## src/rtl/fpga_pll_pkg.sv

```systemverilog
// fpga_pll_pkg: shared FSM state type and counter width helper for the PLL supervisor
package fpga_pll_pkg;
  typedef enum logic [2:0] {S_RESET, S_WAIT, S_RELEASE, S_RUN, S_FAIL} state_t;
  function automatic int clogw(input int v);
    return $clog2(v + 1);
  endfunction
endpackage

```

## src/rtl/fpga_sync_bit.sv

```systemverilog
// fpga_sync_bit: async-reset multi-flop synchroniser for a single bit
module fpga_sync_bit #(
  parameter int STAGES = 2
) (
  input  logic clk,
  input  logic rst,
  input  logic d,
  output logic q
);
  logic [STAGES-1:0] sync_q, sync_d;
  always_comb sync_d = {sync_q[STAGES-2:0], d};
  always_ff @(posedge clk or posedge rst)
    if (rst) sync_q <= '0;
    else sync_q <= sync_d;
  assign q = sync_q[STAGES-1];
endmodule

```

## src/rtl/fpga_pll_supervisor.sv

```systemverilog
// fpga_pll_supervisor: drives MMCM reset, qualifies lock with retry, and releases
// reset channels LSB first with a fixed stagger
module fpga_pll_supervisor
  import fpga_pll_pkg::*;
#(
  parameter int NUM_RST      = 3,
  parameter int RST_PULSE    = 4,
  parameter int LOCK_TIMEOUT = 1000,
  parameter int LOCK_STABLE  = 16,
  parameter int STAGGER      = 8,
  parameter int MAX_RETRY    = 3,
  parameter int SYNC_STAGES  = 2
) (
  input  logic                          clk_in,
  input  logic                          areset,
  input  logic                          pll_lock,
  input  logic                          soft_rst,
  output logic                          pll_rst,
  output logic [NUM_RST-1:0]            rst_out,
  output logic                          ready,
  output logic                          fail,
  output logic                          lock_lost,
  output logic [clogw(MAX_RETRY)-1:0]   retry_cnt
);
  localparam int CW = clogw(RST_PULSE > LOCK_TIMEOUT ? RST_PULSE : LOCK_TIMEOUT);
  localparam int SW = clogw(LOCK_STABLE);
  localparam int GW = clogw(STAGGER);
  localparam int HW = clogw(NUM_RST);
  localparam int RW = clogw(MAX_RETRY);
  localparam logic [CW-1:0] PULSE_END = CW'(RST_PULSE - 1);
  localparam logic [CW-1:0] TMO       = CW'(LOCK_TIMEOUT);
  localparam logic [SW-1:0] STB       = SW'(LOCK_STABLE);
  localparam logic [GW-1:0] STG_END   = GW'(STAGGER - 1);
  localparam logic [HW-1:0] CH_LAST   = HW'(NUM_RST - 1);
  localparam logic [RW-1:0] RETRY_MAX = RW'(MAX_RETRY);
  state_t               state_q, state_d;
  logic [CW-1:0]        cnt_q, cnt_d;
  logic [SW-1:0]        stab_q, stab_d;
  logic [GW-1:0]        stg_q, stg_d;
  logic [HW-1:0]        ch_q, ch_d;
  logic [RW-1:0]        retry_q, retry_d;
  logic                 pll_rst_q, pll_rst_d;
  logic [NUM_RST-1:0]   rst_out_q, rst_out_d;
  logic                 ready_q, ready_d;
  logic                 fail_q, fail_d;
  logic                 lost_q, lost_d;
  logic                 lock_s;
  fpga_sync_bit #(.STAGES(SYNC_STAGES)) u_lock_sync (
    .clk (clk_in),
    .rst (areset),
    .d   (pll_lock),
    .q   (lock_s)
  );
  always_ff @(posedge clk_in or posedge areset)
    if (areset) begin
      state_q   <= S_RESET;
      cnt_q     <= '0;
      stab_q    <= '0;
      stg_q     <= '0;
      ch_q      <= '0;
      retry_q   <= '0;
      pll_rst_q <= 1'b1;
      rst_out_q <= '1;
      ready_q   <= 1'b0;
      fail_q    <= 1'b0;
      lost_q    <= 1'b0;
    end else begin
      state_q   <= state_d;
      cnt_q     <= cnt_d;
      stab_q    <= stab_d;
      stg_q     <= stg_d;
      ch_q      <= ch_d;
      retry_q   <= retry_d;
      pll_rst_q <= pll_rst_d;
      rst_out_q <= rst_out_d;
      ready_q   <= ready_d;
      fail_q    <= fail_d;
      lost_q    <= lost_d;
    end
  always_comb begin
    state_d = state_q;
    cnt_d   = '0;
    stab_d  = '0;
    stg_d   = stg_q;
    ch_d    = ch_q;
    retry_d = retry_q;
    lost_d  = lost_q;
    if (soft_rst) begin
      state_d = S_RESET;
      retry_d = '0;
    end else begin
      case (state_q)
        S_RESET: begin
          cnt_d = cnt_q + 1'b1;
          if (cnt_q == PULSE_END) begin
            state_d = S_WAIT;
            cnt_d   = '0;
          end
        end
        S_WAIT: begin
          cnt_d  = cnt_q + 1'b1;
          stab_d = lock_s ? stab_q + 1'b1 : '0;
          // a lock qualifying on the timeout cycle still counts as a success
          if (stab_d == STB) begin
            state_d = (NUM_RST == 1) ? S_RUN : S_RELEASE;
            stg_d   = '0;
            ch_d    = '0;
          end else if (cnt_d == TMO) begin
            retry_d = retry_q + 1'b1;
            state_d = (retry_d == RETRY_MAX) ? S_FAIL : S_RESET;
            cnt_d   = '0;
          end
        end
        S_RELEASE, S_RUN: begin
          if (!lock_s) begin
            state_d = S_RESET;
            lost_d  = 1'b1;
          end else if (state_q == S_RELEASE) begin
            stg_d = stg_q + 1'b1;
            if (stg_q == STG_END) begin
              stg_d   = '0;
              ch_d    = ch_q + 1'b1;
              state_d = (ch_d == CH_LAST) ? S_RUN : S_RELEASE;
            end
          end
        end
        default: ;
      endcase
    end
    if (state_d == S_RUN) retry_d = '0;
  end
  // outputs are registered from the next state so they align with the state change
  always_comb begin
    pll_rst_d = state_d == S_RESET;
    ready_d   = state_d == S_RUN;
    fail_d    = state_d == S_FAIL;
    for (int i = 0; i < NUM_RST; i++)
      rst_out_d[i] = !((state_d == S_RELEASE || state_d == S_RUN) && ch_d >= HW'(i));
  end
  assign pll_rst   = pll_rst_q;
  assign rst_out   = rst_out_q;
  assign ready     = ready_q;
  assign fail      = fail_q;
  assign lock_lost = lost_q;
  assign retry_cnt = retry_q;
endmodule

```

## config.mk

```make
export PLATFORM = sky130hd
export DESIGN_NAME = fpga_pll_supervisor
export DESIGN_NICKNAME = d
export VERILOG_FILES = /design/src/rtl/fpga_pll_pkg.sv /design/src/rtl/fpga_sync_bit.sv /design/src/rtl/fpga_pll_supervisor.sv
export SDC_FILE = /design/constraint.sdc
export NUM_CORES = 1
export LEC_CHECK = 0
export BUFFER_PORTS_ARGS = -buffer_cell sky130_fd_sc_hd__buf_2
export CORE_UTILIZATION = 40
export CTS_CLUSTER_DIAMETER = 150
export DETAILED_ROUTE_END_ITERATION = 7
export GPL_ROUTABILITY_DRIVEN = 0
export GPL_TIMING_DRIVEN = 0
export HOLD_SLACK_MARGIN = 0.02
export PLACE_DENSITY = 0.66
export SLEW_MARGIN = 20
export SYNTH_ARGS = -nofsm -noshare
export SYNTH_HDL_FRONTEND = slang
export SYNTH_SLANG_ARGS = --single-unit
```

## constraint.sdc

```tcl
create_clock -name clk_in -period 2.05 [get_ports clk_in]
set_input_delay 0.3075 -clock clk_in [delete_from_list [all_inputs] [get_ports clk_in]]
set_output_delay 0.3075 -clock clk_in [all_outputs]
set_load 0.03 [all_outputs]
```

-- Word level (Yosys, flattened, before mapping)
Cells that the tools add are included.
Widths: inputs -> output; s select.
- bits in registers: 35
- input port bits: 4
- output and inout port bits: 9
- logic and storage cells: 88
- add/subtract/negate cells: 5
- $lt $le $gt $ge: 3
- eq/ne operators: 16
- multiplexer cells: 34
- bitwise operators: 2
- reduce and logical (&&, ||, !) cells: 16
- operators with widths (operator ; count):
    $mux 10 ; 4
    $mux 3 ; 8
    $mux 2 ; 10
    $pmux 10 s2 ; 1
    $mux 4 ; 4
    $mux 5 ; 3
    $eq 3x2->1 const B ; 4
    $add 10x1->10 const B ; 1
    $eq 10x10->1 const B ; 1
    $eq 10x2->1 const B ; 1
    $pmux 3 s3 ; 1
    $pmux 4 s2 ; 1
    $logic_not 3->1 ; 2
    $reduce_and 3->1 ; 2
    $reduce_bool 3->1 ; 2
    $add 5x1->5 const B ; 1
    $eq 5x5->1 const B ; 1
    $reduce_and 5->1 ; 1
    $add 2x1->2 const B ; 2
    $add 4x1->4 const B ; 1
    $eq 2x2->1 const B ; 2
    $eq 4x3->1 const B ; 1
    $ge 2x1->1 const B ; 2
    $ne 2x2->1 const B ; 2
    other kinds (13) ; 18

-- Longest topological paths before layout
- depth in word-level cells: 12
- mapped depth: 7
- gate-level depth less buffers: 7

-- By module
A second synthesis with hierarchy kept.
- cells, all modules: 183
- area, all modules: 1788.0 um^2
- modules (own cells, without submodules) (module ; times used ; cells each ; area an instance (um^2) ; seq. area each (um^2)):
    fpga_pll_supervisor ; 1 ; 180 ; 1734.2 ; 830.8
    fpga_sync_bit ; 1 ; 3 ; 53.8 ; 50.0

-- Worst setup path after synthesis
Ideal clock, no wire load.
- path type: reg-to-reg
- start: register cnt_q[0]
- end: register cnt_q[7]
- library setup time: 140 ps
- arrival time: 1970 ps
- required time: 1910 ps
- path slack: -60 ps
- cell stages (with the launch flop): 8
- path buffers: 0
- clock period less this slack: 2110 ps
- cell sequence: dfrtp_1 > ha_1 > and2_1 > or4_1 > o211ai_2 > nand3_1 > a21oi_2 > a211oi_1
- word-level cells in the longest chain between the ends: 6
- elaborated cells on any way between the ends: 8
- classes of those cells: add/sub (1); eq/ne (2); mux (5)
- ends and longest elaborated chain (element ; RTL line ; RTL):
    start, declared ; fpga_pll_supervisor.sv:37 ; logic [CW-1:0] cnt_q, cnt_d;
    start signal, assigned ; fpga_pll_supervisor.sv:69 ; cnt_q <= cnt_d;
    $add 10x1->10 ; fpga_pll_supervisor.sv:94, fpga_pll_supervisor.sv:101 ;
    $eq 10x10->1 ; fpga_pll_supervisor.sv:108 ; end else if (cnt_d == TMO) begin
    $mux 10 ; fpga_pll_supervisor.sv:108 ;
    $mux 10 ; fpga_pll_supervisor.sv:104 ; if (stab_d == STB) begin
    $pmux 10 s2 (*) ; fpga_pll_supervisor.sv:92 ; case (state_q)
    $mux 10 (*) ; fpga_pll_supervisor.sv:88 ; if (soft_rst) begin
    named net cnt_d[7] ; fpga_pll_supervisor.sv:37 ;
The timed path passes the listed nets; every way through them passes the cells marked *.
A chain may end at the register's enable or synchronous reset.

-- Worst setup path after layout
- start: register cnt_q[0]
- end: register retry_q[0] (netlist: retry_cnt[0])
- word-level cells in the longest chain between the ends: 9
- elaborated cells on any way between the ends: 14
- classes of those cells: add/sub (1); eq/ne (4); mux (6); reduce/logical (3)
- ends and longest elaborated chain (element ; RTL line ; RTL):
    $add 10x1->10 ; fpga_pll_supervisor.sv:101 ; cnt_d = cnt_q + 1'b1;
    $eq 10x10->1 ; fpga_pll_supervisor.sv:108 ;
    $mux 3 ; fpga_pll_supervisor.sv:108 ;
    $mux 3 ; fpga_pll_supervisor.sv:104 ;
    $pmux 3 s3 ; fpga_pll_supervisor.sv:92 ;
    $mux 3 ; fpga_pll_supervisor.sv:88 ;
    $eq 3x2->1 ; fpga_pll_supervisor.sv:130 ; if (state_d == S_RUN) retry_d = '0;
    $ne 3x3->1 (no line) or $reduce_bool 3->1 (tied branches) ; n/a ;
    $reduce_and 3->1 (no line) ; n/a ;
    end signal, assigned ; fpga_pll_supervisor.sv:73 ; retry_q <= retry_d;
    end, declared ; fpga_pll_supervisor.sv:41 ; logic [RW-1:0] retry_q, retry_d;
Several ways; a longest one is shown, not always the timed one.

==> results.py <==
metrics = {
    "worst_hold_path": {
        "min_to": "u_lock_sync.sync_q[0]",
        "min_path_type": "input port to register",
        "holdPathStages": 1,
        "hp-start": "pll_lock",
    },
    "global_route": {
        "grt_first_pass_wirelength_mm": 6.98,
        "groute.layer.met2.usage_pct": 28.7,
        "global_route.usage.met1_pct": 24.1,
        "grt_remaining_overflow": 0,
        "gr-max-usage-layer": "met2",
        "track_usage_pct": 18.3,
        "grt_start_max_net_pins": 36,
        "first_global_vias": 1502,
        "grt_util_met3_pct": 6.10,
        "antenna_found_initial": 0,
    },
    "synthesis": {
        "postSynthCellCount": 191,
        "synthesis.yosys.warnings": 0,
        "post-synth-top-count-cell": "dfrtp_1",
        "avgSynthCellArea_um2": 9.58,
        "netlist_area_um2": 1830,
        "ys_dominant_reg_cell": "dfrtp_1",
        "library_cell_with_the_largest_summed_area_after_synthesis": "dfrtp_1",
        "synth-edff-count": 0,
        "netlist-cell-type-count": 44,
        "synth-async-reset-ratio_pct": 100,
        "synth_commonest_cells": "dfrtp_1 (31), nand2_1 (21), nor2_1 (13), o21ai_0 (12), nor3_1 (11)",
        "synth_sequential_area_ratio_pct": 48.1,
        "top_cells_by_area_in_the_synthesized_netlist": "dfrtp_1 (42%), dfstp_2 (5.7%), nand2_1 (4.3%)",
        "yosys.area.top_type_share_pct": 42.4,
        "ys_ff_latch": 35,
        "syn_nets": 200,
    },
    "setup_path": {
        "timing.reg2reg.worst_path_depth": 7,
        "crit_required_ns": 2.23,
        "criticalPathCategory": "register to register",
        "crit_path_cell_trace": "buf_6 -> nand3_4 -> or3_4 -> a221oi_4 -> buf_4 -> a21oi_1 -> o311a_1",
        "slowest_stage": "dfrtp_1",
        "cp-end-kind": "register",
        "cp-start-kind": "register",
        "rr_endpoint": "retry_cnt[0]",
        "crit_arrival_ns": 2.22,
        "cp_slowest_stage_delay_ns": 0.42,
        "regToRegSetupSlack_ns": 0.008,
        "rr_startpoint": "cnt_q[0]",
        "timing.critical_path.fanout_max": 4,
    },
    "timing": {
        "tightestPinTransition_ns": 0.716,
        "rsz0062_at_grt": "yes",
        "fin_hold_ws_ns": 0.111,
        "post_route_minimum_period_ns": 2.04,
        "maxSlewHeadroom_pct": 52.2,
        "setup_clock_skew_after_layout_ns": 0.0113,
        "report.final.setup_viol": 0,
        "report.final.hold_viol_count": 0,
        "post_route_setup_slack_ns": 0.00797,
        "fmax_mhz": 490,
        "final.period_utilization_pct": 99.6,
        "final_report_max_slew_violation_count": 0,
    },
    "cts": {
        "clock_transition_at_path_regs_ns": 0.07,
        "worstSkewPairLatency_ns": 0.30,
        "clock_tree.buffer_depth": 2,
        "numClockSinks": 35,
        "clock_tree_from_tritoncts": "built",
        "clock-root-buffer": "clkbuf_8",
        "cts_max_level": 2,
        "numCtsBuffers": 5,
    },
    "drt": {
        "drc_errors": 0,
        "drt-pass1-iter-count": 4,
        "drt_first_iter_violations": 63,
        "via_count": 1507,
        "via_per_inst": 5.44,
        "detail_route.wirelength_mm": 3.88,
        "routedWlPerCell_um": 14.0,
        "antenna_violating_nets_post_route": 0,
    },
    "pwr": {
        "report.power.total_mw": 1.49,
        "power_density_nw_per_um2": 656,
        "vdd.ir_drop.worst_v": 0.000496,
        "total_leakage_power_nw": 0.985,
    },
    "placement": {
        "post-dp-hpwl_mm": 2.49,
        "numPortBuffers": 12,
        "placed_cells_incl_taps": 255,
        "dp_worst_setup_slack_ns": -0.361,
    },
    "job": {
        "drv_cap": 0,
    },
    "floorplan": {
        "floorplan.core_area_um2": 4380,
        "fp.dieH_um": 69.7,
        "die-area_um2": 4850,
        "row_count": 24,
        "die_width_um": 69.7,
        "floorplan.initialDensity_pct": 41.8,
        "ios": 13,
    },
    "cells_and_area": {
        "antenna-diode-count": 0,
        "n_fill_cell": 405,
        "share_of_final_layout_standard_cells_stronger_than_drive_strength_1_pct": 28.0,
        "flow.area_growth_from_synthesis_pct": 24.1,
        "post-route-util_pct": 51.8,
        "final_net_count": 233,
        "final_cells": 277,
    },
    "run_status": {
        "run_status": "finished, final reports clean",
    },
}
## registers in the layout, summed over array words and instances (netlist names), 2 cells and up
| signal | cells |
|---|---|
| cnt_q | 10 |
| stg_q | 4 |
| u_lock_sync.sync_q | 2 |
| ch_q | 2 |
| retry_cnt | 2 |
| rst_out | 3 |
| stab_q | 5 |
| state_q | 3 |
## metal layers
layer  wire, um  up-vias  share of wire (%)
li1           -      749                  -
met1       1850      734                 48
met2       1840       18                 47
met3        132        6                3.4
met4         53        0                1.4
met5          0        -                  0
## kinds of logic after synthesis
kind of cell	Yosys count	share of synthesized area, %
adders and majority gates	5	3.42
DFF	35	48.1
muxes	1	0.615
and+or+nand+nor	90	26.6
AOI/OAI and AO/OA	37	13.9
xor gates and xnor gates	9	4.31
buffers and inverters	14	3.01
## per-stage QoR
step           TNS (ns)  cell area (um^2)
6_report              0              2270
4_1_cts               0              2190
5_1_grt          -0.638              2270
3_3_place_gp      -2.73              1970
2_1_floorplan         0              1840
3_5_place_dp      -3.05              1970
## timing repair
action | in CTS | in global routing
endpoints found under the setup margin | 17 | 22
resized for setup | 12 | 15
setup buffers | 10 | 4
hold buffers | 0 | 0
pin swaps | 5 | 11
## power breakdown
| part | internal, mW | switching, mW | leakage (nW) | total, mW |
|---|---|---|---|---|
| Combinational | 0.107 | 0.141 | 0.489 | 0.248 |
| Sequential | 0.721 | 0.0260 | 0.455 | 0.747 |
| Clock | 0.237 | 0.257 | 0.0412 | 0.495 |
## how the worst max path moves through the flow
stage / startpoint / endpoint
final: cnt_q[0] / retry_cnt[0]
after global routing: cnt_q[0] / retry_cnt[1]
after CTS: cnt_q[0] / retry_cnt[1]
after detailed placement: state_q[1] / retry_cnt[0]
after global placement: state_q[1] / retry_cnt[0]
after floorplan: cnt_q[0] / retry_cnt[1]
## cell usage in the layout (no fill, tap or decap), types with 2 or more instances in the layout
cell type	n
inv_1	7
nor3_1	10
xor2_1	3
dfrtp_1	28
buf_4	13
nand4_1	4
a21oi_4	2
nor2_1	13
a211oi_1	2
a21o_1	2
nand3_2	2
a21oi_1	3
nand2b_1	6
and3_1	2
a31oi_1	3
o211ai_1	2
clkbuf_1	5
o31ai_1	2
or4_1	2
buf_2	13
o21ai_0	8
xnor2_2	2
or3_1	3
ha_1	3
clkbuf_8	5
and2_1	3
nand3_1	5
o21ai_1	4
xnor2_1	4
nand3b_1	2
dfrtp_2	3
nor2b_1	5
nand2_1	21
dfstp_2	4
## worst max-delay path, delay by kind of cell (launching register included)
kind | cells | cell delay [ns]
AOI/OAI and AO/OA | 3 | 0.71
buffers and inverters | 2 | 0.32
DFF | 1 | 0.42
and+or+nand+nor | 2 | 0.48
## final cells by class
| cell class | count | area (um^2) | area share [%] |
|---|---|---|---|
| timing repair buffer | 26 | 181 | 7.98 |
| buffer | 6 | 27.5 | 1.21 |
| clock inverter | 2 | 12.5 | 0.551 |
| tap | 52 | 65.1 | 2.86 |
| clock buffer | 6 | 72.6 | 3.19 |
| inverter | 8 | 30.0 | 1.32 |
| sequential | 35 | 885 | 38.9 |
| multi-input combinational | 142 | 998 | 43.9 |
(Power assumes the default switching activity.)
